File: src/rtl/ufm_pkg.sv
// Shared definitions for the UFM configuration loader: FSM encoding, word type,
// checksum seed and the word offsets of the sg/ps configuration map.
package ufm_pkg;

  typedef enum logic [2:0] {
    ST_IDLE      = 3'd0,
    ST_REQ       = 3'd1,
    ST_WAIT_DATA = 3'd2,
    ST_CHECK     = 3'd3,
    ST_RETRY     = 3'd4
  } ufm_state_t;

  localparam int UFM_DATA_W = 32;
  typedef logic [UFM_DATA_W-1:0] ufm_word_t;

  localparam ufm_word_t CHK_SEED = '0;

  // Word offsets inside cfg_image; the consumer slices fields from these words.
  localparam int CFG_PSREF_WORD  = 0;
  localparam int CFG_SGDPN_WORD  = 1;
  localparam int CFG_RELAY_WORD  = 2;
  localparam int CFG_RELAY_BITS  = 8;
  localparam int CFG_TIMING_WORD = 3;

  function automatic int unsigned burst_len(input int unsigned remain,
                                            input int unsigned burst_max);
    return (remain < burst_max) ? remain : burst_max;
  endfunction

endpackage

File: src/rtl/ufm_burst_rd.sv
// Avalon-MM burst read engine: request handshake, burst sizing, beat counting
// and inter-beat timeout. Phases are driven by the loader FSM.
module ufm_burst_rd
  import ufm_pkg::*;
#(
  parameter int DATA_W    = 32,
  parameter int ADDR_W    = 16,
  parameter int BASE_ADDR = 0,
  parameter int BURST_MAX = 4,
  parameter int TIMEOUT   = 1023,
  parameter int TOTAL     = 7,
  parameter int IDX_W     = 3
) (
  input  logic              clk,
  input  logic              reset,
  input  logic              clear,
  input  logic              req_phase,
  input  logic              wait_phase,
  output logic              avm_read,
  output logic [ADDR_W-1:0] avm_address,
  output logic [3:0]        avm_burstcount,
  input  logic              avm_waitrequest,
  input  logic              avm_readdatavalid,
  input  logic [DATA_W-1:0] avm_readdata,
  output logic              accepted,
  output logic              beat_valid,
  output logic [IDX_W-1:0]  beat_idx,
  output logic [DATA_W-1:0] beat_data,
  output logic              burst_done,
  output logic              timeout
);

  localparam int TM_W = $clog2(TIMEOUT + 1);

  logic [IDX_W-1:0] idx_reg;
  logic [3:0]       left_reg;
  logic [TM_W-1:0]  timer_reg;

  // idx_reg is frozen during REQ, so address and burstcount hold through stalls.
  assign avm_read       = req_phase;
  assign avm_address    = ADDR_W'(BASE_ADDR) + ADDR_W'(idx_reg);
  assign avm_burstcount = 4'(burst_len(32'(TOTAL) - 32'(idx_reg), 32'(BURST_MAX)));

  assign accepted   = req_phase && !avm_waitrequest;
  // Beats outside WAIT_DATA belong to an abandoned burst and are dropped.
  assign beat_valid = wait_phase && avm_readdatavalid && (left_reg != 4'd0);
  assign beat_idx   = idx_reg;
  assign beat_data  = avm_readdata;
  assign burst_done = beat_valid && (left_reg == 4'd1);
  assign timeout    = wait_phase && !beat_valid && (timer_reg == TM_W'(TIMEOUT - 1));

  always_ff @(posedge clk or posedge reset) begin
    if (reset) begin
      idx_reg   <= '0;
      left_reg  <= '0;
      timer_reg <= '0;
    end else if (clear) begin
      idx_reg   <= '0;
      left_reg  <= '0;
      timer_reg <= '0;
    end else if (accepted) begin
      left_reg  <= avm_burstcount;
      timer_reg <= '0;
    end else if (beat_valid) begin
      idx_reg   <= idx_reg + IDX_W'(1);
      left_reg  <= left_reg - 4'd1;
      timer_reg <= '0;
    end else if (wait_phase && !timeout) begin
      timer_reg <= timer_reg + TM_W'(1);
    end
  end

endmodule

File: src/rtl/ufm_cfg_loader.sv
// Boot-time loader: reads a checksummed configuration image from UFM, retries on
// failure and commits the image atomically to cfg_image.
module ufm_cfg_loader
  import ufm_pkg::*;
#(
  parameter int NUM_WORDS = 6,
  parameter int DATA_W    = 32,
  parameter int ADDR_W    = 16,
  parameter int BASE_ADDR = 0,
  parameter int BURST_MAX = 4,
  parameter int TIMEOUT   = 1023,
  parameter int RETRIES   = 2,
  parameter int CHECK_EN  = 1
) (
  input  logic                        clk,
  input  logic                        reset,
  input  logic                        start,
  output logic                        avm_read,
  output logic [ADDR_W-1:0]           avm_address,
  output logic [3:0]                  avm_burstcount,
  input  logic                        avm_waitrequest,
  input  logic                        avm_readdatavalid,
  input  logic [DATA_W-1:0]           avm_readdata,
  output logic [NUM_WORDS*DATA_W-1:0] cfg_image,
  output logic                        cfg_valid,
  output logic                        cfg_error,
  output logic                        busy
);

  localparam int TOTAL = NUM_WORDS + CHECK_EN;
  localparam int IDX_W = $clog2(TOTAL + 1);
  localparam int ATT_W = $clog2(RETRIES + 2);

  ufm_state_t state_reg, state_next;

  logic              accepted, beat_valid, burst_done, timeout;
  logic [IDX_W-1:0]  beat_idx;
  logic [DATA_W-1:0] beat_data;
  logic              req_phase, wait_phase;
  logic              load_go, retry_go, clear_buf, commit, give_up;

  logic [ATT_W-1:0]  attempt_reg;
  logic [DATA_W-1:0] sum_reg, chk_reg, total_sum;
  logic              cfg_valid_reg, cfg_error_reg, busy_reg;

  logic last_beat, sum_ok, retry_ok;

  assign total_sum = sum_reg + chk_reg;
  assign sum_ok    = (CHECK_EN == 0) || (total_sum == '0);
  assign retry_ok  = attempt_reg < ATT_W'(RETRIES);
  assign last_beat = burst_done && (beat_idx == IDX_W'(TOTAL - 1));

  ufm_burst_rd #(
    .DATA_W(DATA_W), .ADDR_W(ADDR_W), .BASE_ADDR(BASE_ADDR), .BURST_MAX(BURST_MAX),
    .TIMEOUT(TIMEOUT), .TOTAL(TOTAL), .IDX_W(IDX_W)
  ) u_burst_rd (
    .clk(clk), .reset(reset), .clear(clear_buf),
    .req_phase(req_phase), .wait_phase(wait_phase),
    .avm_read(avm_read), .avm_address(avm_address), .avm_burstcount(avm_burstcount),
    .avm_waitrequest(avm_waitrequest), .avm_readdatavalid(avm_readdatavalid),
    .avm_readdata(avm_readdata),
    .accepted(accepted), .beat_valid(beat_valid), .beat_idx(beat_idx),
    .beat_data(beat_data), .burst_done(burst_done), .timeout(timeout)
  );

  always_ff @(posedge clk or posedge reset) begin
    if (reset) state_reg <= ST_IDLE;
    else       state_reg <= state_next;
  end

  always_comb begin
    state_next = state_reg;
    case (state_reg)
      ST_IDLE:      if (start) state_next = ST_REQ;
      ST_REQ:       if (accepted) state_next = ST_WAIT_DATA;
      ST_WAIT_DATA: begin
        if (timeout)         state_next = ST_RETRY;
        else if (last_beat)  state_next = ST_CHECK;
        else if (burst_done) state_next = ST_REQ;
      end
      ST_CHECK:     state_next = sum_ok ? ST_IDLE : ST_RETRY;
      ST_RETRY:     state_next = retry_ok ? ST_REQ : ST_IDLE;
      default:      state_next = ST_IDLE;
    endcase
  end

  always_comb begin
    req_phase  = (state_reg == ST_REQ);
    wait_phase = (state_reg == ST_WAIT_DATA);
    load_go    = 1'b0;
    retry_go   = 1'b0;
    commit     = 1'b0;
    give_up    = 1'b0;
    case (state_reg)
      ST_IDLE:  load_go = start;
      ST_CHECK: commit  = sum_ok;
      ST_RETRY: begin
        retry_go = retry_ok;
        give_up  = !retry_ok;
      end
      default: ;
    endcase
    clear_buf = load_go || retry_go;
  end

  always_ff @(posedge clk or posedge reset) begin
    if (reset) begin
      attempt_reg   <= '0;
      sum_reg       <= '0;
      chk_reg       <= '0;
      cfg_valid_reg <= 1'b0;
      cfg_error_reg <= 1'b0;
      busy_reg      <= 1'b0;
    end else begin
      if (clear_buf) begin
        sum_reg <= DATA_W'(CHK_SEED);
        chk_reg <= '0;
      end else if (beat_valid) begin
        if (beat_idx < IDX_W'(NUM_WORDS)) sum_reg <= sum_reg + beat_data;
        else                              chk_reg <= beat_data;
      end
      if (load_go) begin
        attempt_reg   <= '0;
        cfg_valid_reg <= 1'b0;
        cfg_error_reg <= 1'b0;
        busy_reg      <= 1'b1;
      end
      if (retry_go) attempt_reg <= attempt_reg + ATT_W'(1);
      if (commit) begin
        cfg_valid_reg <= 1'b1;
        busy_reg      <= 1'b0;
      end
      if (give_up) begin
        cfg_error_reg <= 1'b1;
        busy_reg      <= 1'b0;
      end
    end
  end

  // Shadow words fill during the attempt; the visible image only moves on commit.
  for (genvar gi = 0; gi < NUM_WORDS; gi++) begin : g_word
    logic [DATA_W-1:0] shadow_reg, image_reg;

    always_ff @(posedge clk or posedge reset) begin
      if (reset) begin
        shadow_reg <= '0;
        image_reg  <= '0;
      end else begin
        if (clear_buf)
          shadow_reg <= '0;
        else if (beat_valid && beat_idx == IDX_W'(gi))
          shadow_reg <= beat_data;
        if (commit) image_reg <= shadow_reg;
      end
    end

    assign cfg_image[gi*DATA_W +: DATA_W] = image_reg;
  end

  assign cfg_valid = cfg_valid_reg;
  assign cfg_error = cfg_error_reg;
  assign busy      = busy_reg;

endmodule
File: config.mk
export PLATFORM = sky130hd
export DESIGN_NAME = ufm_cfg_loader
export DESIGN_NICKNAME = d
export VERILOG_FILES = /design/src/rtl/ufm_pkg.sv /design/src/rtl/ufm_burst_rd.sv /design/src/rtl/ufm_cfg_loader.sv
export SDC_FILE = /design/constraint.sdc
export NUM_CORES = 1
export LEC_CHECK = 0
export CORE_MARGIN = 2
export CORE_UTILIZATION = 30
export DETAILED_ROUTE_END_ITERATION = 8
export GPL_ROUTABILITY_DRIVEN = 1
export SLEW_MARGIN = 20
export SYNTH_ARGS = -nofsm -noshare
export SYNTH_HDL_FRONTEND = slang
export SYNTH_SLANG_ARGS = --single-unit
File: constraint.sdc
create_clock -name clk -period 15.4 [get_ports clk]
set_clock_uncertainty 0.05 [all_clocks]
set_input_delay 2.31 -clock clk [delete_from_list [all_inputs] [get_ports clk]]
set_output_delay 2.31 -clock clk [all_outputs]
set_load 0.01 [all_outputs]
==> results of run 1 <==
==> cell usage after synthesis, drive strengths merged, types with 4 or more instances <==
master,instances,area (um^2)
a21oi,230,1155
nand3,49,245.2
nor3,22,115.1
nor4,10,62.56
xnor2,30,262.8
a31oi,12,75.07
o21ai,139,699.4
mux2,193,2736
o21bai,9,67.56
a2111oi,6,58.80
xor2,21,183.9
nor2b,7,43.79
nand2b,8,50.05
ha,72,900.9
a211oi,11,82.58
or3,8,50.05
o21a,10,75.07
and2,5,31.28
a221oi,4,35.03
buf,40,334.1
a21o,20,150.1
nand4,12,81.33
o211ai,9,67.56
dfrtp,473,11840
nor2,67,251.5
mux2i,4,40.04
clkbuf,93,349.1
o31ai,7,52.55
nand2,488,1832
and3,9,56.30
inv,28,105.1
==> cell families (layout without fill, tap and decap cells) <==
kind of cell	count (synthesis)	count (layout)
XOR/XNOR	51	51
other	1	14
buffers and inverters	161	389
adder cells (fa/ha/maj)	74	74
flip-flops	473	473
AO/OA/AOI/OAI	482	482
AND/OR/NAND/NOR	701	701
multiplexers	197	197
==> worst paths after layout <==
check                           depth (start not counted)                       end  slack (ps)
worst max-delay path                                   15   g_word[5].image_reg[17]        8450
worst min-delay path                                    2  g_word[3].shadow_reg[15]         430
worst max register to register                         15   g_word[5].image_reg[17]        8450
worst min register to register                          2  g_word[3].shadow_reg[15]         430
max in group asynchronous                               4               chk_reg[19]       11000
min in group asynchronous                               2   g_word[0].image_reg[28]        2090
==> power breakdown <==
| part | total (mW) | switching (mW) | internal [mW] |
|---|---|---|---|
| sequential | 1.54 | 0.128 | 1.41 |
| clock | 1.31 | 0.531 | 0.779 |
| combinational | 1.27 | 0.815 | 0.451 |
==> worst max-delay path, stage by stage (launching register included) <==
cell and delay, ps:
dfrtp_1 400, ha_1 250, fa_1 450, a211o_1 370, a21oi_2 250, nor4_1 120
o21ai_2 290, mux2i_1 120, a2111oi_0 420, nor4_1 70, and4bb_1 250, nand4_4 680
buf_4 760, buf_4 830, buf_4 910, mux2_2 420
==> metal layers <==
metal  wire length, um  up-vias  GRT usage, %  part of all wire (%)
li1                  -     7788             -                     -
met1             29380     8183         22.61                    46
met2             29920      414         26.47                    47
met3              3560       80         3.217                   5.5
met4              1304        2         3.992                   2.0
met5                 5        -             0                0.0078
==> stage by stage <==
step                      setup WS (ps)  utilization, %
after floorplan                    6633               -
after global routing               8027           37.06
after detailed placement           8396           34.63
after global placement             8549           34.63
final                              8446           37.06
after CTS                          8343           37.05
==> cell type report <==
cell class	instances	area [um^2]
clock buffers	75	1536
clock inverters	18	264.0
fillers	7295	46780
inverters	28	108.9
multi-input cells	1519	9958
flip-flops and latches	473	11840
well taps	969	1212
repair buffers	268	2628
==> key figures, run 1 <==
Clock network
  – Reg clk slew, reported paths: 70 ps
  – Total CTS buffers: 51
  – CTS Sinks: 473
  – CTS tree: yes
  – Clk_lat worst skew: 600 ps
  – Postcts setup bufs: 0
  – Clock buffer depth: 3
  – CTS H-tree lvls: 2
  – Post-CTS Resized: 0
  – Hold_buf cts: 0
  – Root buffer cell: clkbuf_16

Setup path
  – Crit. Startpoint: sum_reg[0]
  – Startpoint types: flop
  – Worst-path fanout max: 60
  – Critical path required time: 15,830 ps
  – Critical Path AT: 7390 ps
  – Kind of end point of the critical path: flop
  – Critical path type: flop to flop
  – Worst r2r src: sum_reg[0]

Placement
  – GPL Wtd Cong: 0.8755
  – Post-Place Cells: 3,257
  – I/O Buffers: 238
  – Dpl hpwl: 44,170 um
  – Area after DPL: 25,740 um^2

Finish
  – # diodes: 0
  – Synth-to-layout area growth: 22.51%
  – Finished Cell Area: 27,540 um^2
  – Nets: 2,452
  – Most frequent cells in the layout: nand2_1 (487), dfrtp_1 (473), clkdlybuf4s50_1 (238)
  – Commonest non-fill, non-tap cell in the layout: nand2_1
  – Layout cells sized above 1: 13.36%
  – Final non-filler cell total: 3,350

GRT
  – Global-route wire length before repair: 99,770 um
  – Initial antenna violation count: 0
  – Largest net degree at the start of global routing: 146
  – Total GRT Usage: 16.40%
  – Gr ovfl total: 0
  – Vias in the first global route: 16,550

Synth
  – Largest family of logic cells by synthesized area: simple AND/OR/NAND/NOR gates
  – Syn Inst Count: 2,140
  – Syn_area_per_cell: 10.51 um^2
  – Prevailing post-synth register cell: dfrtp_1
  – Register bit total from synthesis: 473
  – Ys async rst share: 100.0%
  – Synth Area in Adders: 4.185%
  – Post-synth EDFFs: 0
  – Register area share after synthesis: 52.65%
  – Xor and xnor area share after synthesis: 1.987%
  – Yosys warning count: 0
  – Simple-gate area share of the yosys netlist: 13.11%
  – Proportion of synthesized area in mux cells: 12.35%
  – Compound-Gate Fraction of Synth Area: 12.20%
  – Netlist cell types: 68
  – Mapped cell area: 22,480 um^2

Timing
  – TNS Setup: 0 ps
  – Final Hold Viols: 0
  – Final Hold Slack: 431.6 ps
  – # setup viols final: 0
  – Unrepaired setup endpoints after global routing: no
  – Slew margin rel.: 28.05%
  – Achievable Freq: 143.8 MHz
  – Period utilization: 45.16%
  – Final Max Slew Viols: 0
  – Final Critical Period: 6954 ps
  – Slew @ Worst Pin: 1077 ps

Detailed routing
  – Final WL: 64,160 um
  – Initial detailed-routing violation count: 1,372
  – Vias: 16,470
  – Total iterations of the first detailed-routing run: 6
  – Final antenna-violating net count: 0
  – WL/cell: 19.15 um
  – # DRC: 0
  – Via-per-instance ratio: 4.916

Pwr
  – Tot Pwr: 4.112 mW
  – Leakage power: 12.83 nW
  – P per Cell Area: 149.3 nW/um^2
  – Peak VDD IR: 79.99 uV

Job
  – Max cap viols: 0

Floorplanning
  – Die area: 77,150 um^2
  – Die width: 277.8 um
  – Initial Util: 30.25%
  – Die Y-Extent: 277.8 um
  – CORE AREA: 74,320 um^2
  – IO Count: 253
  – # rows: 100

Worst hold path
  – Min-Delay Path Class: flop to flop
  – Hold Crit Start: g_word[3].shadow_reg[15]

Status
  – Status: finished, final reports clean
No activity file was read; power rests on OpenSTA's default activity.
==> inputs of run 2 (changes only) <==
==> constraint.sdc (replaced) <==
create_clock -name clk -period 6.7 [get_ports clk]
set_clock_uncertainty 0.05 [all_clocks]
set_input_delay 1.005 -clock clk [delete_from_list [all_inputs] [get_ports clk]]
set_output_delay 1.005 -clock clk [all_outputs]
set_load 0.01 [all_outputs]
==> run 2 against run 1 <==
  * Worst setup slack lost 7100 ps
  * Register-to-register slack got worse by 7100 ps
  * Sequential share of layout area fell by 0.19 points
  * Critical path type unchanged
  * Critical endpoint is now g_word[4].image_reg[21]
  * Highest routed layer is now met4
  * Final area grew 0.44%
  * Via count up 0.69%
  * Largest power group unchanged
  * Total power is 130% higher
==> key figures, run 2 (synthesis results as in run 1) <==
Placement
  – I/O Buffers: 238 (unchanged)
  – Dpl hpwl: 44,600 um (+0.98%)
  – Area after DPL: 25,820 um^2 (+0.31%)
  – GPL Wtd Cong: 0.8610 (-1.7%)

Timing
  – Period utilization: 79.82% (+35 points)
  – Final Critical Period: 5348 ps (-1607 ps)
  – Slew margin rel.: 34.61% (+6.6 points)
  – # setup viols final: 0 (unchanged)
  – Unrepaired setup endpoints after global routing: no
  – Final Max Slew Viols: 0 (unchanged)
  – Slew @ Worst Pin: 980.8 ps (-96.32 ps)
  – Achievable Freq: 187.0 MHz (+30%)
  – Final Hold Viols: 0 (unchanged)

Floorplanning
  – Die Y-Extent: 277.8 um (unchanged)
  – # rows: 100 (unchanged)
  – CORE AREA: 74,320 um^2 (unchanged)
  – Die area: 77,150 um^2 (unchanged)
  – Die width: 277.8 um (unchanged)
  – Initial Util: 30.25% (unchanged)
  – IO Count: 253 (unchanged)

Clock network
  – CTS tree: yes
  – Postcts setup bufs: 0 (unchanged)
  – CTS Sinks: 473 (unchanged)
  – Hold_buf cts: 0 (unchanged)
  – Total CTS buffers: 51 (unchanged)
  – Reg clk slew, reported paths: 70 ps (about the same)
  – Clk_lat worst skew: 610 ps (about the same)
  – Post-CTS Resized: 0 (unchanged)
  – Root buffer cell: clkbuf_16
  – Clock buffer depth: 3 (unchanged)
  – CTS H-tree lvls: 2 (unchanged)

Setup path
  – Reg2Reg Setup Slack: 1350 ps (-7090 ps)
  – Critical path required time: 7120 ps (-8710 ps)
  – CP max stage delay: 630 ps (-280 ps)
  – Reg2Reg Depth: 14 (-1)
  – Cells along the critical path: ha_1, fa_1, a211o_1, a21oi_2, nor4_1, o21ai_2, a21oi_1, or4_1, a2111oi_0, and4bb_1, nand4_4, buf_4, buf_4, mux2_4
  – Crit. Startpoint: sum_reg[0]
  – Worst setup path end: g_word[4].image_reg[21]
  – CP max stage cell: nand4_4
  – Critical R2R Capture: g_word[4].image_reg[21]
  – Critical path type: flop to flop
  – Kind of end point of the critical path: flop
  – Critical Path AT: 5770 ps (-1620 ps)
  – Most frequent CP cell: buf_4
  – Worst r2r src: sum_reg[0]
  – Worst-path fanout max: 29 (-52%)
  – Startpoint types: flop

Pwr
  – P per Cell Area: 343.4 nW/um^2 (+130%)
  – Leakage power: 12.89 nW (+0.46%)
  – Peak VDD IR: 202.1 uV (+150%)

Finish
  – Nets: 2,457 (+0.20%)
  – # diodes: 0 (unchanged)
  – Post-Route Utilization: 37.22% (+0.16 points)
  – Layout cells sized above 1: 13.82% (+0.47 points)
  – Finished Cell Area: 27,660 um^2 (+0.44%)
  – Most frequent cells in the layout: nand2_1 (487), dfrtp_1 (473), clkdlybuf4s50_1 (238)
  – Commonest non-fill, non-tap cell in the layout: nand2_1
  – # fillers: 7,275 (-0.27%)
  – Synth-to-layout area growth: 23.05%

GRT
  – Initial antenna violation count: 0 (unchanged)
  – Vias in the first global route: 16,780 (+1.4%)
  – Gr ovfl total: 0 (unchanged)
  – Global-route wire length before repair: 101,500 um (+1.7%)
  – Total GRT Usage: 16.61% (+0.21 points)
  – Largest net degree at the start of global routing: 170 (+16%)

Detailed routing
  – WL/cell: 19.36 um (+1.1%)
  – Via-per-instance ratio: 4.941 (+0.51%)
  – # DRC: 0 (unchanged)
  – Initial detailed-routing violation count: 1,189 (-13%)
  – Final WL: 64,980 um (+1.3%)
  – Final antenna-violating net count: 0 (unchanged)
  – Total iterations of the first detailed-routing run: 5 (-1)
  – Vias: 16,580 (+0.69%)

Job
  – Max cap viols: 0 (unchanged)

Status
  – Status: finished, final reports clean

Worst hold path
  – Min-Delay Path Class: flop to flop
run 2: changes by cell type in the layout (fill, tap and decap cells not counted), sizes merged:
cell / delta
clkinv: +11
buf: +5
clkinvlp: +1
clkbuf: -12
bufinv: +1
run 2: how the worst min path moves through the flow:
stage / startpoint / end / cells past startpoint
final: g_word[4].shadow_reg[23] / g_word[4].image_reg[23] / 1
after global routing: g_word[4].shadow_reg[23] / g_word[4].image_reg[23] / 1
after CTS: g_word[4].shadow_reg[23] / g_word[4].image_reg[23] / 1
after detailed placement: g_word[3].shadow_reg[5] / g_word[3].shadow_reg[5] / 2
after global placement: g_word[4].shadow_reg[4] / g_word[4].image_reg[4] / 1
after floorplan: g_word[3].shadow_reg[0] / g_word[3].shadow_reg[0] / 2
run 2: final cells by class:
type,count,area [um^2],share of cell area (%)
clock inverters,31,385.4,1.393
multi-input cells,1519,9958,36.00
flip-flops and latches,473,11840,42.79
inverters,28,108.9,0.3935
well taps,969,1212,4.383
clock buffers,63,1443,5.215
repair buffers,273,2720,9.833
run 2: report_power, final:
group,leakage [nW],switching (mW),internal [mW],total (mW)
logic,5.50,1.89,1.04,2.93
clock network,0.898,1.25,1.78,3.03
registers,6.50,0.304,3.24,3.54
run 2: per-stage QoR:
| stage | setup slack [ps] | hold WS, ps | setup TNS (ps) | total power [mW] | instances |
|---|---|---|---|---|---|
| finish | 1352 | 431.7 | 0 | 9.501 | 3356 |
| detailed placement | 1317 | 424.4 | 0 | 6.496 | 3261 |
| global route | 918.7 | 461.0 | 0 | 10.10 | 3356 |
| floorplan | -761.8 | 400.0 | -360340 | 5.656 | 2153 |
| global placement | 1216 | 415.6 | 0 | 6.430 | 3261 |
| CTS | 1307 | 432.8 | 0 | 9.579 | 3355 |
run 2: metal layers:
layer  vias up  GRT usage (%)  routed length [um]
li1       7799              -                   -
met1      8241          22.41               29320
met2       444          27.15               30490
met3        97          3.108                3487
met4         0          4.851                1680
met5         -              0                   0
run 2: worst max-delay path, delay by kind of cell (launching register included):
kind	cells	cell delay, ps
multiplexers	1	340
adder cells (fa/ha/maj)	2	690
AND/OR/NAND/NOR	4	1550
flip-flops	1	410
AO/OA/AOI/OAI	5	1340
buffers and inverters	2	810
